## config.mk

```make
export PLATFORM = sky130hd
export DESIGN_NAME = rx_frame_ctrl
export DESIGN_NICKNAME = d
export VERILOG_FILES = /design/src/rtl/rx_frame_ctrl.sv
export SDC_FILE = /design/constraint.sdc
export NUM_CORES = 1
export LEC_CHECK = 0
export CORE_UTILIZATION = 53
export DETAILED_ROUTE_END_ITERATION = 7
export GPL_TIMING_DRIVEN = 0
export PLACE_DENSITY_LB_ADDON = 0.12
export SLEW_MARGIN = 30
export SYNTH_ARGS = -nofsm -noshare
export SYNTH_HDL_FRONTEND = slang
export SYNTH_SLANG_ARGS = --single-unit
```

## constraint.sdc

```tcl
create_clock -name clk -period 3 [get_ports clk]
set_input_delay 0.6 -clock clk [delete_from_list [all_inputs] [get_ports clk]]
set_output_delay 0.6 -clock clk [all_outputs]
set_load 0.03 [all_outputs]
```

## src/rtl/rx_frame_ctrl.sv

```systemverilog
// Serial frame receiver: SOF 0xA5, LEN, payload, XOR checksum.
// Holds one checked frame in a 16-byte buffer until the consumer accepts it.
module rx_frame_ctrl #(
  parameter int MAX_LEN   = 16,
  parameter int TIMEOUT_W = 16
) (
  input  logic                 clk,
  input  logic                 rst,
  input  logic                 byte_valid,
  input  logic [7:0]           byte_data,
  input  logic [TIMEOUT_W-1:0] timeout_cycles,
  input  logic                 frm_ready,
  input  logic [3:0]           rd_addr,
  output logic                 frm_valid,
  output logic [4:0]           frm_len,
  output logic [7:0]           rd_data,
  output logic                 chk_err,
  output logic                 len_err,
  output logic                 tout_err,
  output logic                 ovr_err,
  output logic [7:0]           frm_cnt
);

  typedef enum logic [2:0] {
    IDLE    = 3'd0,
    GET_LEN = 3'd1,
    GET_PAY = 3'd2,
    GET_CHK = 3'd3,
    HOLD    = 3'd4
  } state_t;

  localparam logic [7:0] SOF_BYTE = 8'hA5;

  function automatic logic [7:0] chk_step(input logic [7:0] acc, input logic [7:0] b);
    return acc ^ b;
  endfunction

  state_t               state_q, state_d;
  logic [4:0]           len_q, len_d;
  logic [4:0]           idx_q, idx_d;
  logic [7:0]           xor_q, xor_d;
  logic [TIMEOUT_W-1:0] tcnt_q, tcnt_d;
  logic [TIMEOUT_W-1:0] tcnt_inc_s;
  logic                 tout_hit_s;
  logic [7:0]           cnt_q, cnt_d;
  logic                 valid_q, valid_d;
  logic                 chk_q, chk_d;
  logic                 lenerr_q, lenerr_d;
  logic                 tout_q, tout_d;
  logic                 ovr_q, ovr_d;
  logic [7:0]           buf_q [0:15];
  logic [7:0]           buf_d [0:15];

  // Saturating increment and timeout detection: the increment landing on timeout_cycles fires
  always_comb begin
    if (tcnt_q == {TIMEOUT_W{1'b1}}) begin
      tcnt_inc_s = tcnt_q;
    end else begin
      tcnt_inc_s = tcnt_q + {{(TIMEOUT_W-1){1'b0}}, 1'b1};
    end
    tout_hit_s = (timeout_cycles != {TIMEOUT_W{1'b0}}) && (tcnt_inc_s == timeout_cycles);
  end

  // Next-state, datapath and error-pulse logic
  always_comb begin
    state_d  = state_q;
    len_d    = len_q;
    idx_d    = idx_q;
    xor_d    = xor_q;
    tcnt_d   = tcnt_q;
    cnt_d    = cnt_q;
    buf_d    = buf_q;
    chk_d    = 1'b0;
    lenerr_d = 1'b0;
    tout_d   = 1'b0;
    ovr_d    = 1'b0;
    case (state_q)
      IDLE: begin
        tcnt_d = {TIMEOUT_W{1'b0}};
        if (byte_valid && (byte_data == SOF_BYTE)) begin
          state_d = GET_LEN;
        end else begin
          state_d = IDLE;
        end
      end
      GET_LEN: begin
        if (byte_valid) begin
          tcnt_d = {TIMEOUT_W{1'b0}};
          if ((byte_data == 8'd0) || (byte_data > 8'(MAX_LEN))) begin
            lenerr_d = 1'b1;
            state_d  = IDLE;
          end else begin
            len_d   = byte_data[4:0];
            idx_d   = 5'd0;
            xor_d   = byte_data;
            state_d = GET_PAY;
          end
        end else if (tout_hit_s) begin
          tout_d  = 1'b1;
          tcnt_d  = {TIMEOUT_W{1'b0}};
          state_d = IDLE;
        end else begin
          tcnt_d = tcnt_inc_s;
        end
      end
      GET_PAY: begin
        if (byte_valid) begin
          tcnt_d             = {TIMEOUT_W{1'b0}};
          buf_d[idx_q[3:0]]  = byte_data;
          idx_d              = idx_q + 5'd1;
          xor_d              = chk_step(xor_q, byte_data);
          if ((idx_q + 5'd1) == len_q) begin
            state_d = GET_CHK;
          end else begin
            state_d = GET_PAY;
          end
        end else if (tout_hit_s) begin
          tout_d  = 1'b1;
          tcnt_d  = {TIMEOUT_W{1'b0}};
          state_d = IDLE;
        end else begin
          tcnt_d = tcnt_inc_s;
        end
      end
      GET_CHK: begin
        if (byte_valid) begin
          tcnt_d = {TIMEOUT_W{1'b0}};
          if (byte_data == xor_q) begin
            state_d = HOLD;
          end else begin
            chk_d   = 1'b1;
            state_d = IDLE;
          end
        end else if (tout_hit_s) begin
          tout_d  = 1'b1;
          tcnt_d  = {TIMEOUT_W{1'b0}};
          state_d = IDLE;
        end else begin
          tcnt_d = tcnt_inc_s;
        end
      end
      HOLD: begin
        // Bytes arriving while a frame is held are dropped, even on the handshake cycle
        tcnt_d = {TIMEOUT_W{1'b0}};
        ovr_d  = byte_valid;
        if (frm_ready) begin
          cnt_d   = cnt_q + 8'd1;
          state_d = IDLE;
        end else begin
          state_d = HOLD;
        end
      end
      default: begin
        tcnt_d  = {TIMEOUT_W{1'b0}};
        state_d = IDLE;
      end
    endcase
    valid_d = (state_d == HOLD);
  end

  // Control and status registers with synchronous reset
  always_ff @(posedge clk) begin
    if (rst) begin
      state_q  <= IDLE;
      len_q    <= 5'd0;
      idx_q    <= 5'd0;
      xor_q    <= 8'd0;
      tcnt_q   <= {TIMEOUT_W{1'b0}};
      cnt_q    <= 8'd0;
      valid_q  <= 1'b0;
      chk_q    <= 1'b0;
      lenerr_q <= 1'b0;
      tout_q   <= 1'b0;
      ovr_q    <= 1'b0;
    end else begin
      state_q  <= state_d;
      len_q    <= len_d;
      idx_q    <= idx_d;
      xor_q    <= xor_d;
      tcnt_q   <= tcnt_d;
      cnt_q    <= cnt_d;
      valid_q  <= valid_d;
      chk_q    <= chk_d;
      lenerr_q <= lenerr_d;
      tout_q   <= tout_d;
      ovr_q    <= ovr_d;
    end
  end

  // Payload buffer keeps its contents across reset and between frames
  always_ff @(posedge clk) begin
    for (int i = 0; i < 16; i++) begin
      buf_q[i] <= buf_d[i];
    end
  end

  assign frm_valid = valid_q;
  assign frm_len   = len_q;
  assign rd_data   = buf_q[rd_addr];
  assign chk_err   = chk_q;
  assign len_err   = lenerr_q;
  assign tout_err  = tout_q;
  assign ovr_err   = ovr_q;
  assign frm_cnt   = cnt_q;

endmodule

```

Word level (Yosys, flattened, before mapping)
Cells that the tools add are included.

word-level totals
  bits of input ports = 32
  flip-flop bits (word level) = 178
  output and inout port bits = 26
  word-level logic and storage cells = 102

operators by class
  magnitude comparators = 4
  multiplexer cells = 28
  reduce and logical (&&, ||, !) cells = 18
  bitwise operators = 9
  equal/unequal tests = 13
  add/sub/neg operators = 3

operator list
  cell                   number
  $bwmux 128             1
  $mux 8                 6
  $bmux 8 s4             1
  $demux 8 s4            1
  $mux 3                 6
  $add 16x1->16 const B  1
  $eq 16x16->1           1
  $eq 16x16->1 const B   1
  $mux 16                1
  $pmux 8 s2             1
  $reduce_bool 16->1     1
  $mux 5                 3
  $pmux 3 s5             1
  $reduce_or 3->1        4
  $ge 5x5->1 const B     2
  $not 4->5              2
  $pmux 5 s2             1
  $add 8x1->8 const B    1
  $eq 8x8->1             1
  $eq 8x8->1 const B     1
  $gt 8x5->1 const B     1
  $logic_not 8->1        1
  $xor 8x8->8            1
  $eq 3x2->1 const B     2
  18 further kinds       33

Logic depth before layout (Yosys ltp)
Gate-level depths: netlist (run 1).

  word-level depth = 8
  mapped depth = 10
  mapped depth without buffers = 8

Worst setup path before layout (run 1)
No wires, ideal clock.

  path type = input-to-output
  from = input rd_addr[0]
  to = output rd_data[0]
  path slack = -94 ps
  data arrival time = 2,494 ps
  data required time = 2,400 ps
  stages on the path = 4
  cell sequence = clkbuf_1 > buf_1 > mux4_2 > mux4_2

between the ends
  longest elaborated chain between the ends = 4

ends and longest elaborated chain
  element                                     RTL line  text
  from (decl)                                 13        input logic [3:0] rd_addr,
  $not 4->5 (implied by the code)             199       assign rd_data = buf_q[rd_addr];
  $bmux 8 s4                                  199
  $mux 8 (implied by the code) (2 in series)  199
  to (decl)                                   16        output logic [7:0] rd_data,

Every way passes these cells. The select of a mux whose other input is x is not followed.

Worst setup path in the final report (run 1)
  from = input rd_addr[0]
  to = output rd_data[5]

Same word-level chain as after synthesis.

==> results of run 1 <==
## metrics by stage
step / total power (uW) / TNS, ns / setup slack [ns] / util
6_report: 5180 / 0 / 0.0410 / 0.657
5_1_grt: 5320 / -0.0647 / -0.0138 / 0.657
4_1_cts: 5210 / 0 / 0.00340 / 0.651
3_5_place_dp: 2960 / -27.08 / -0.911 / 0.602
3_3_place_gp: 2960 / -49.84 / -0.933 / 0.600
2_1_floorplan: 2820 / 0 / 0.154 / -
## state kept, by name, indices dropped and copies added, names as in the netlist
register	cells
buf_q	128
xor_q	8
ovr_err	1
frm_len	5
tout_err	1
idx_q	5
len_err	1
frm_valid	1
state_q	3
chk_err	1
tcnt_q	16
frm_cnt	8
## layer usage
| layer | wire, um | vias up |
|---|---|---|
| met1 | 7960 | 2639 |
| met4 | 434 | 0 |
| met5 | 0 | - |
| met2 | 8950 | 161 |
| met3 | 843 | 31 |
| li1 | - | 2470 |
## power breakdown
part           leakage, uW  switching, uW  internal, uW
clock network     0.000290            951          1320
registers          0.00155         0.0515          2630
logic              0.00137            154           123
## cell usage in the layout (no fill, tap or decap), types with 6 or more instances in the layout
| cell | netlist | layout |
|---|---|---|
| inv_1 | 9 | 9 |
| buf_4 | 0 | 6 |
| nand2_1 | 38 | 38 |
| mux2i_1 | 10 | 10 |
| and4_1 | 6 | 6 |
| nor3_1 | 19 | 15 |
| dfxtp_1 | 50 | 49 |
| nand3_1 | 16 | 14 |
| nand4_1 | 13 | 13 |
| xnor2_1 | 8 | 8 |
| clkbuf_16 | 0 | 17 |
| clkdlybuf4s50_1 | 0 | 39 |
| nor2b_1 | 6 | 6 |
| o211ai_1 | 11 | 11 |
| mux4_2 | 40 | 40 |
| a21oi_1 | 25 | 25 |
| nor2_1 | 51 | 49 |
| xor2_1 | 28 | 28 |
| buf_2 | 7 | 9 |
| clkbuf_1 | 20 | 13 |
| edfxtp_1 | 128 | 128 |
| nor4_1 | 11 | 10 |
| and3_1 | 9 | 8 |
| o21ai_0 | 14 | 14 |
## synth_stat cells (4+ instances only)
library cell | count | area (um2)
a211oi_1 | 5 | 37.5
mux4_2 | 40 | 901
nor4_1 | 11 | 68.8
a21oi_1 | 25 | 125
inv_1 | 9 | 33.8
ha_1 | 6 | 75.1
nor2_1 | 51 | 191
and4_1 | 6 | 52.6
a31oi_1 | 4 | 25.0
clkbuf_1 | 20 | 75.1
xnor2_1 | 8 | 70.1
o211ai_1 | 11 | 82.6
nand4_1 | 13 | 81.3
and3_1 | 9 | 56.3
mux2i_1 | 10 | 100
buf_1 | 7 | 26.3
nand2b_1 | 5 | 31.3
dfxtp_1 | 50 | 1000
buf_2 | 7 | 35.0
xor2_1 | 28 | 245
nor3_1 | 19 | 95.1
nor2b_1 | 6 | 37.5
edfxtp_1 | 128 | 3840
nand2_1 | 38 | 143
o21ai_0 | 14 | 70.1
nor3b_1 | 6 | 45.0
nand3_1 | 16 | 80.1
## worst max-delay path: stages
cell and delay, ns:
clkbuf_4 0.18, buf_8 0.18, mux4_2 0.52, mux4_2 0.49
dlygate4sd2_1 0.37
## worst paths after layout
path	from	endpoint	slack (ns)
worst max-delay path	rd_addr[0]	rd_data[5]	0.04
worst min-delay path	idx_q[4]	idx_q[4]	0.49
worst max register to register	tcnt_q[1]	tcnt_q[4]	0.07
worst min register to register	idx_q[4]	idx_q[4]	0.49
## layout make-up
| cell class | instances | area, um2 | share of cell area |
|---|---|---|---|
| Timing Repair Buffer | 61 | 566 | 0.0586 |
| Multi-Input combinational cell | 375 | 3170 | 0.328 |
| Tap cell | 184 | 230 | 0.0239 |
| Clock inverter | 14 | 178 | 0.0184 |
| Inverter | 9 | 33.8 | 0.00350 |
| Sequential cell | 178 | 4850 | 0.502 |
| Clock buffer | 18 | 429 | 0.0445 |
| Buffer | 31 | 200 | 0.0207 |
## timing repair
| action | in CTS | in global routing |
|---|---|---|
| endpoints found under the setup margin | 43 | 34 |
| pin swaps | 4 | 4 |
| gates resized for setup | 55 | 26 |
| buffers inserted | 2 | 5 |
| gates cloned | 0 | 1 |
## kinds of logic after synthesis
logic type,share of synthesized area
buf+inv,0.0225
xor+xnor,0.0392
compound gates,0.0681
flops,0.602
fa+ha+maj,0.00932
simple gates,0.132
mux,0.127
==> impl_metrics.json, run 1 <==
{
  "status": "finished, violations left",
  "violations": "design-rule violations",
  "ant_nets": 0,
  "dpl-instance-area_um2": 8840,
  "cp-end-kind": "output pin",
  "vdd_ir_drop_max_uv": 433,
  "clock-sinks": 178,
  "grt_util_met1": 0.314,
  "dieArea_um2": 15700,
  "cts_tree": "yes",
  "yosysWarnings": 0,
  "relSlewSlack": 0.412,
  "met2_usage": 0.408,
  "power.density_nw_per_um2": 537,
  "worst_r2r_path_depth": 11,
  "grt_overflow": 0,
  "holdCritPathClass": "register to register",
  "synth_edf_count": 128,
  "rows": 44,
  "clockBufferDepth": 2,
  "instances_no_fill": 870,
  "vias_per_cell": 6.09,
  "drv_slew": 0,
  "grt_usage": 0.242,
  "synth.net_count": 635,
  "drtIter0Drc": 336,
  "drv_cap": 0,
  "htree_num_levels": 4,
  "setup_viol": 0,
  "clockRootBuffer": "clkbuf_16",
  "io_pins": 58,
  "ys_seq_area_frac": 0.602,
  "grt_start_max_net_pins": 23,
  "initial_core_util": 0.548,
  "synth-seq-cells": 178,
  "wl_per_cell_um": 20.9,
  "crit_arrival_ns": 2.36,
  "layout-drive-gt1-share": 0.194,
  "detailed_place_hpwl_mm": 12.1,
  "layout_worst_path_cycle_share": 0.986,
  "worstPathRequired_ns": 2.40,
  "synth_area_um2": 8050,
  "worstSetupPathType": "primary input to output pin",
  "hold_buffers": 0,
  "ys_types": 57,
  "fillers": 1102,
  "syn_to_final_growth_pct": 19.9,
  "die_y_um": 125,
  "dr.pass1.iters": 7,
  "clk_pin_slew_ns": 0.06,
  "vias": 5301,
  "path_max_fanout": 10,
  "antenna_found_initial": 0,
  "synth_ff_type": "edfxtp_1",
  "n_antenna_cell": 0,
  "coreArea_um2": 14700,
  "finalHoldViolations": 0,
  "leakage_uw": 0.00322,
  "drc": 3,
  "syn_avg_cell_area_um2": 13.5,
  "worstSetupStartpointType": "primary input",
  "fin_crit_ns": 2.96,
  "whs_path_depth": 1,
  "grt-busiest-layer": "met2",
  "grt_util_met3": 0.0531,
  "hold_slack_ns": 0.494,
  "fin_skew_ns": 0.0103,
  "tightestPinTransition_ns": 0.878,
  "design_area_um2": 9650,
  "gp_congestion": 0.931,
  "synthCells": 597,
  "synthArstFlopShare": 0,
  "die_w_um": 125,
  "max_freq_ghz": 0.338,
  "numCtsBuffers": 17,
  "fin_nets": 711,
  "grt_pass1_wl_mm": 28.3,
  "dp_cells": 834,
  "clk-insertion-delay-late_ns": 0.43,
  "wl_mm": 18.2,
  "place.port_buffers": 53,
  "grt_pass1_vias": 5195,
  "rsz0062_at_grt": "yes"
}
(Power assumes the default switching activity.)
==> run 2: changes to the inputs <==
--- a/config.mk
+++ b/config.mk
@@ -5,7 +5,8 @@
 export SDC_FILE = /design/constraint.sdc
 export NUM_CORES = 1
 export LEC_CHECK = 0
-export CORE_UTILIZATION = 53
+export CORE_MARGIN = 8
+export CORE_UTILIZATION = 59
 export DETAILED_ROUTE_END_ITERATION = 7
 export GPL_TIMING_DRIVEN = 0
 export PLACE_DENSITY_LB_ADDON = 0.12
==> constraint.sdc (replaced) <==
create_clock -name clk -period 3.35 [get_ports clk]
set_input_delay 0.67 -clock clk [delete_from_list [all_inputs] [get_ports clk]]
set_output_delay 0.67 -clock clk [all_outputs]
set_load 0.03 [all_outputs]
==> run 2 against run 1 <==
The flow now finishes without violations; combinational power shrank 12%; critical path depth unchanged; register-to-register slack improved by 0.21 ns.
==> impl_metrics.json, run 2 (synthesized netlist as in run 1, its figures left out) <==
{
  "grt_pass1_wl_mm": 29.2,
  "drc": 0,
  "clockRootBuffer": "clkbuf_16",
  "vdd_ir_drop_max_uv": 354,
  "rows": 42,
  "relSlewSlack": 0.307,
  "max_freq_ghz": 0.312,
  "cpMaxStageDelayCell": "mux4_2",
  "r2r-end": "tcnt_q[15]",
  "n_antenna_cell": 0,
  "largest_reg_flops": 128,
  "dr.pass1.iters": 5,
  "clock-sinks": 178,
  "fin_tns_setup_ns": 0,
  "drtIter0Drc": 443,
  "grt_usage": 0.213,
  "die_y_um": 133,
  "grt_pass1_vias": 5449,
  "hold_end": "idx_q[4]",
  "r2r_setup_slack_ns": 0.28,
  "grt_start_max_net_pins": 23,
  "crit_arrival_ns": 2.53,
  "syn_to_final_growth_pct": 17.2,
  "tightestPinTransition_ns": 1.04,
  "fin_skew_ns": 0.0119,
  "place.port_buffers": 53,
  "coreArea_um2": 13300,
  "drv_slew": 0,
  "vias": 5412,
  "finalHoldViolations": 0,
  "crit_family": "multiplexers",
  "cpPeakStageDelay_ns": 0.58,
  "worstSetupPathType": "primary input to output pin",
  "vias_per_cell": 6.30,
  "die_w_um": 133,
  "worst_r2r_path_depth": 10,
  "path_max_fanout": 10,
  "dieArea_um2": 17600,
  "layout-drive-gt1-share": 0.152,
  "grt_util_met1": 0.260,
  "leakage_uw": 0.00316,
  "grt_overflow": 0,
  "cts_tree": "yes",
  "clk-insertion-delay-late_ns": 0.43,
  "gp_congestion": 0.935,
  "regMostFlops": "buf_q",
  "r2r-start": "tcnt_q[1]",
  "design_area_um2": 9440,
  "whs_path_depth": 1,
  "wl_per_cell_um": 21.3,
  "io_pins": 58,
  "ant_nets": 0,
  "worstSetupStartpointType": "primary input",
  "power.density_nw_per_um2": 473,
  "final_cell_mix": "edfxtp_1 (128), nor2_1 (50), dfxtp_1 (49)",
  "crit_path_frequent_cell": "mux4_2",
  "worstPathRequired_ns": 2.68,
  "drv_cap": 0,
  "clk_pin_slew_ns": 0.06,
  "status": "finished clean",
  "final_common_cell": "edfxtp_1",
  "layout_worst_path_cycle_share": 0.956,
  "fin_crit_ns": 3.20,
  "numCtsBuffers": 17,
  "critPathBufInv": 3,
  "rsz0062_at_grt": "no",
  "timing.final.ws_setup_ns": 0.148,
  "met2_usage": 0.353,
  "dp_slack_ns": -0.760,
  "crit_path_cell_trace": "clkbuf_2 -> buf_6 -> mux4_2 -> mux4_2 -> dlygate4sd2_1",
  "largestRegisters": "buf_q x128, tcnt_q x16",
  "grt-busiest-layer": "met2",
  "cp-end-kind": "output pin",
  "antenna_found_initial": 0,
  "min-delay-start": "idx_q[4]",
  "htree_num_levels": 4,
  "holdCritPathClass": "register to register",
  "wl_mm": 18.3,
  "clockBufferDepth": 2,
  "initial_core_util": 0.606,
  "fin_nets": 708,
  "grt_util_met3": 0.0496,
  "detailed_place_hpwl_mm": 12.3,
  "setup_viol": 0,
  "dpl-instance-area_um2": 8830
}
==> run 2: worst max path at each step <==
| stage | cells after the start | endpoint | from |
|---|---|---|---|
| 5_1_grt | 8 | xor_q[4] | byte_data[0] |
| 6_report | 5 | rd_data[1] | rd_addr[0] |
| 4_1_cts | 9 | tcnt_q[11] | tcnt_q[1] |
| 3_5_place_dp | 5 | rd_data[5] | rd_addr[0] |
| 2_1_floorplan | 4 | rd_data[0] | rd_addr[0] |
| 3_3_place_gp | 5 | rd_data[5] | rd_addr[0] |
==> run 2: layer usage <==
layer / share of wire / vias to the layer above
li1: - / 2469
met2: 0.50 / 213
met4: 0.032 / 0
met1: 0.41 / 2688
met5: 0 / -
met3: 0.061 / 42
==> run 2: where the power goes <==
group	leakage (uW)	internal, uW	switching (uW)	total, uW
Combinational	0.00133	107	137	243
Sequential	0.00155	2360	0.0451	2360
Clock	0.000275	1060	798	1860
==> run 2: area by class of cell <==
class,count,area [um2]
sequential,178,4850
fill,916,3860
multi-input combinational,375,3070
timing repair buffer,54,520
clock buffer,23,468
tap,176,220
buffer,35,195
clock inverter,9,85.1
inverter,9,33.8
==> run 2: repair_timing <==
action | CTS | global route
pin swaps | 1 | 0
setup endpoints to repair | 26 | 25
setup buffers | 1 | 0
resized for setup | 40 | 8
cloned | 0 | 0
endpoints found under the hold margin | 0 | 0
hold buffers | 0 | 0
==> run 2: through the flow <==
stage          hold slack [ns]  power [uW]  cells   util
2_1_floorplan            0.457        2530    597      -
6_report                 0.496        4460    859  0.710
4_1_cts                  0.498        4490    859  0.709
5_1_grt                  0.536        4580    859  0.710
3_3_place_gp             0.478        2650    826  0.662
3_5_place_dp             0.491        2650    826  0.664
==> run 3: changes to the inputs <==
--- a/config.mk
+++ b/config.mk
@@ -10,7 +10,7 @@
 export DETAILED_ROUTE_END_ITERATION = 7
 export GPL_TIMING_DRIVEN = 0
 export PLACE_DENSITY_LB_ADDON = 0.12
-export SLEW_MARGIN = 30
+export SLEW_MARGIN = 10
 export SYNTH_ARGS = -nofsm -noshare
 export SYNTH_HDL_FRONTEND = slang
 export SYNTH_SLANG_ARGS = --single-unit
==> run 3 against run 2 <==
Register-to-register slack improved by 0.04 ns; clock power increased by 5%; total power increased by 2.1%; critical path depth unchanged; wire length increased by 0.17%; worst setup slack improved by 0.0026 ns; highest routed layer unchanged.
==> impl_metrics.json, run 3 (synthesized netlist as in run 1, its figures left out) <==
{
  "max_freq_ghz": 0.313,
  "r2r_setup_slack_ns": 0.32,
  "initial_core_util": 0.606,
  "n_antenna_cell": 0,
  "critPathBufInv": 3,
  "largest_reg_flops": 128,
  "worst_r2r_path_depth": 10,
  "vdd_ir_drop_max_uv": 357,
  "wl_per_cell_um": 21.4,
  "fin_tns_setup_ns": 0,
  "startpoint": "rd_addr[0]",
  "power.density_nw_per_um2": 480,
  "whs_path_depth": 1,
  "wl_mm": 18.4,
  "drv_slew": 0,
  "status": "finished clean",
  "hold_end": "idx_q[4]",
  "r2r-end": "tcnt_q[4]",
  "grt_usage": 0.213,
  "coreArea_um2": 13300,
  "final_cell_mix": "edfxtp_1 (128), nor2_1 (51), dfxtp_1 (49)",
  "largestRegisters": "buf_q x128, tcnt_q x16",
  "syn_to_final_growth_pct": 17.7,
  "crit_family": "multiplexers",
  "grt_pass1_vias": 5475,
  "clockRootBuffer": "clkbuf_16",
  "htree_num_levels": 4,
  "clk-insertion-delay-late_ns": 0.43,
  "dr.pass1.iters": 7,
  "numCtsBuffers": 17,
  "layout_worst_path_cycle_share": 0.955,
  "io_pins": 58,
  "grt_pass1_wl_mm": 29.3,
  "rows": 42,
  "drc": 0,
  "r2r-start": "tcnt_q[1]",
  "relSlewSlack": 0.348,
  "cpPeakStageDelay_ns": 0.55,
  "vias_per_cell": 6.20,
  "tightestPinTransition_ns": 0.975,
  "worstPathRequired_ns": 2.68,
  "cpMaxStageDelayCell": "mux4_2",
  "cts_tree": "yes",
  "wl_met2_mm": 9.23,
  "clockBufferDepth": 2,
  "ant_nets": 0,
  "setup_viol": 0,
  "fin_skew_ns": 0.00892,
  "clk_pin_slew_ns": 0.06,
  "drv_cap": 0,
  "dr.max_layer_used": "met4",
  "dieArea_um2": 17600,
  "regMostFlops": "buf_q",
  "crit_path_frequent_cell": "mux4_2",
  "place.port_buffers": 53,
  "min-delay-start": "idx_q[4]",
  "rsz0062_at_grt": "no",
  "clock-sinks": 178,
  "gp_congestion": 0.935,
  "worstSetupPathType": "primary input to output pin",
  "drtIter0Drc": 446,
  "grt_start_max_net_pins": 23,
  "fin_crit_ns": 3.20,
  "crit_path_cell_trace": "clkbuf_2 -> buf_6 -> mux4_2 -> mux4_2 -> dlygate4sd2_1",
  "crit_arrival_ns": 2.53,
  "worstSetupStartpointType": "primary input",
  "detailed_place_hpwl_mm": 12.3,
  "final_common_cell": "edfxtp_1",
  "grt_overflow": 0,
  "die_w_um": 133,
  "antenna_found_initial": 0,
  "wl_met1_mm": 7.64,
  "cp-end-kind": "output pin",
  "leakage_uw": 0.00318,
  "total_power_uw": 4550,
  "layout-drive-gt1-share": 0.152,
  "path_max_fanout": 10,
  "vias": 5329,
  "hold_slack_ns": 0.503,
  "fin_nets": 709,
  "wl_met3_mm": 1.11,
  "finalHoldViolations": 0,
  "hold_buffers": 0,
  "die_y_um": 133,
  "holdCritPathClass": "register to register"
}
-- run 3: timing repair --
| item | 4_1_cts | 5_1_grt |
|---|---|---|
| resized for setup | 38 | 14 |
| setup endpoints to repair | 58 | 115 |
| pin swaps | 2 | 1 |
| setup buffers | 2 | 0 |
-- run 3: how the worst max path moves through the flow --
stage | cells past startpoint | endpoint
final | 5 | rd_data[5]
after global routing | 8 | xor_q[4]
after CTS | 5 | rd_data[5]
after detailed placement | 5 | rd_data[5]
after global placement | 5 | rd_data[5]
after floorplan | 4 | rd_data[0]
-- run 3: cell type report --
type / instances / area, um2
Tap cell: 176 / 220
Clock inverter: 8 / 104
Sequential cell: 178 / 4850
Fill cell: 916 / 3810
Inverter: 9 / 33.8
Clock buffer: 24 / 482
Multi-Input combinational cell: 375 / 3070
Buffer: 35 / 201
Timing Repair Buffer: 55 / 528
-- run 3: power by group --
group | switching [uW] | leakage, uW | internal [uW]
Clock | 793 | 0.000284 | 1160
Combinational | 137 | 0.00134 | 108
Sequential | 0.0449 | 0.00155 | 2360
-- run 3: through the flow --
stage | std cells | area, um2 | setup slack (ns) | util
finish | 860 | 9480 | 0.150 | 0.713
global route | 860 | 9480 | 0.0419 | 0.713
CTS | 860 | 9450 | -0.0140 | 0.711
detailed placement | 826 | 8800 | -0.762 | 0.662
global placement | 826 | 8800 | -0.749 | 0.662
floorplan | 597 | 8050 | 0.116 | -
-- run 3: routing by layer --
| metal | track usage | vias up |
|---|---|---|
| met2 | 0.362 | 196 |
| li1 | - | 2470 |
| met5 | 0 | - |
| met4 | 0.0782 | 0 |
| met3 | 0.0560 | 28 |
| met1 | 0.256 | 2635 |
-- run 3: worst register-to-register path: stages, from the launching register on --
cell and delay, ns:
dfxtp_2 0.42, ha_2 0.27, and4_1 0.19, buf_2 0.21, nand2_1 0.11, nor2_1 0.28
a21oi_1 0.12, or4_1 0.63, nor4_4 0.38, buf_4 0.22, a2111oi_0 0.06
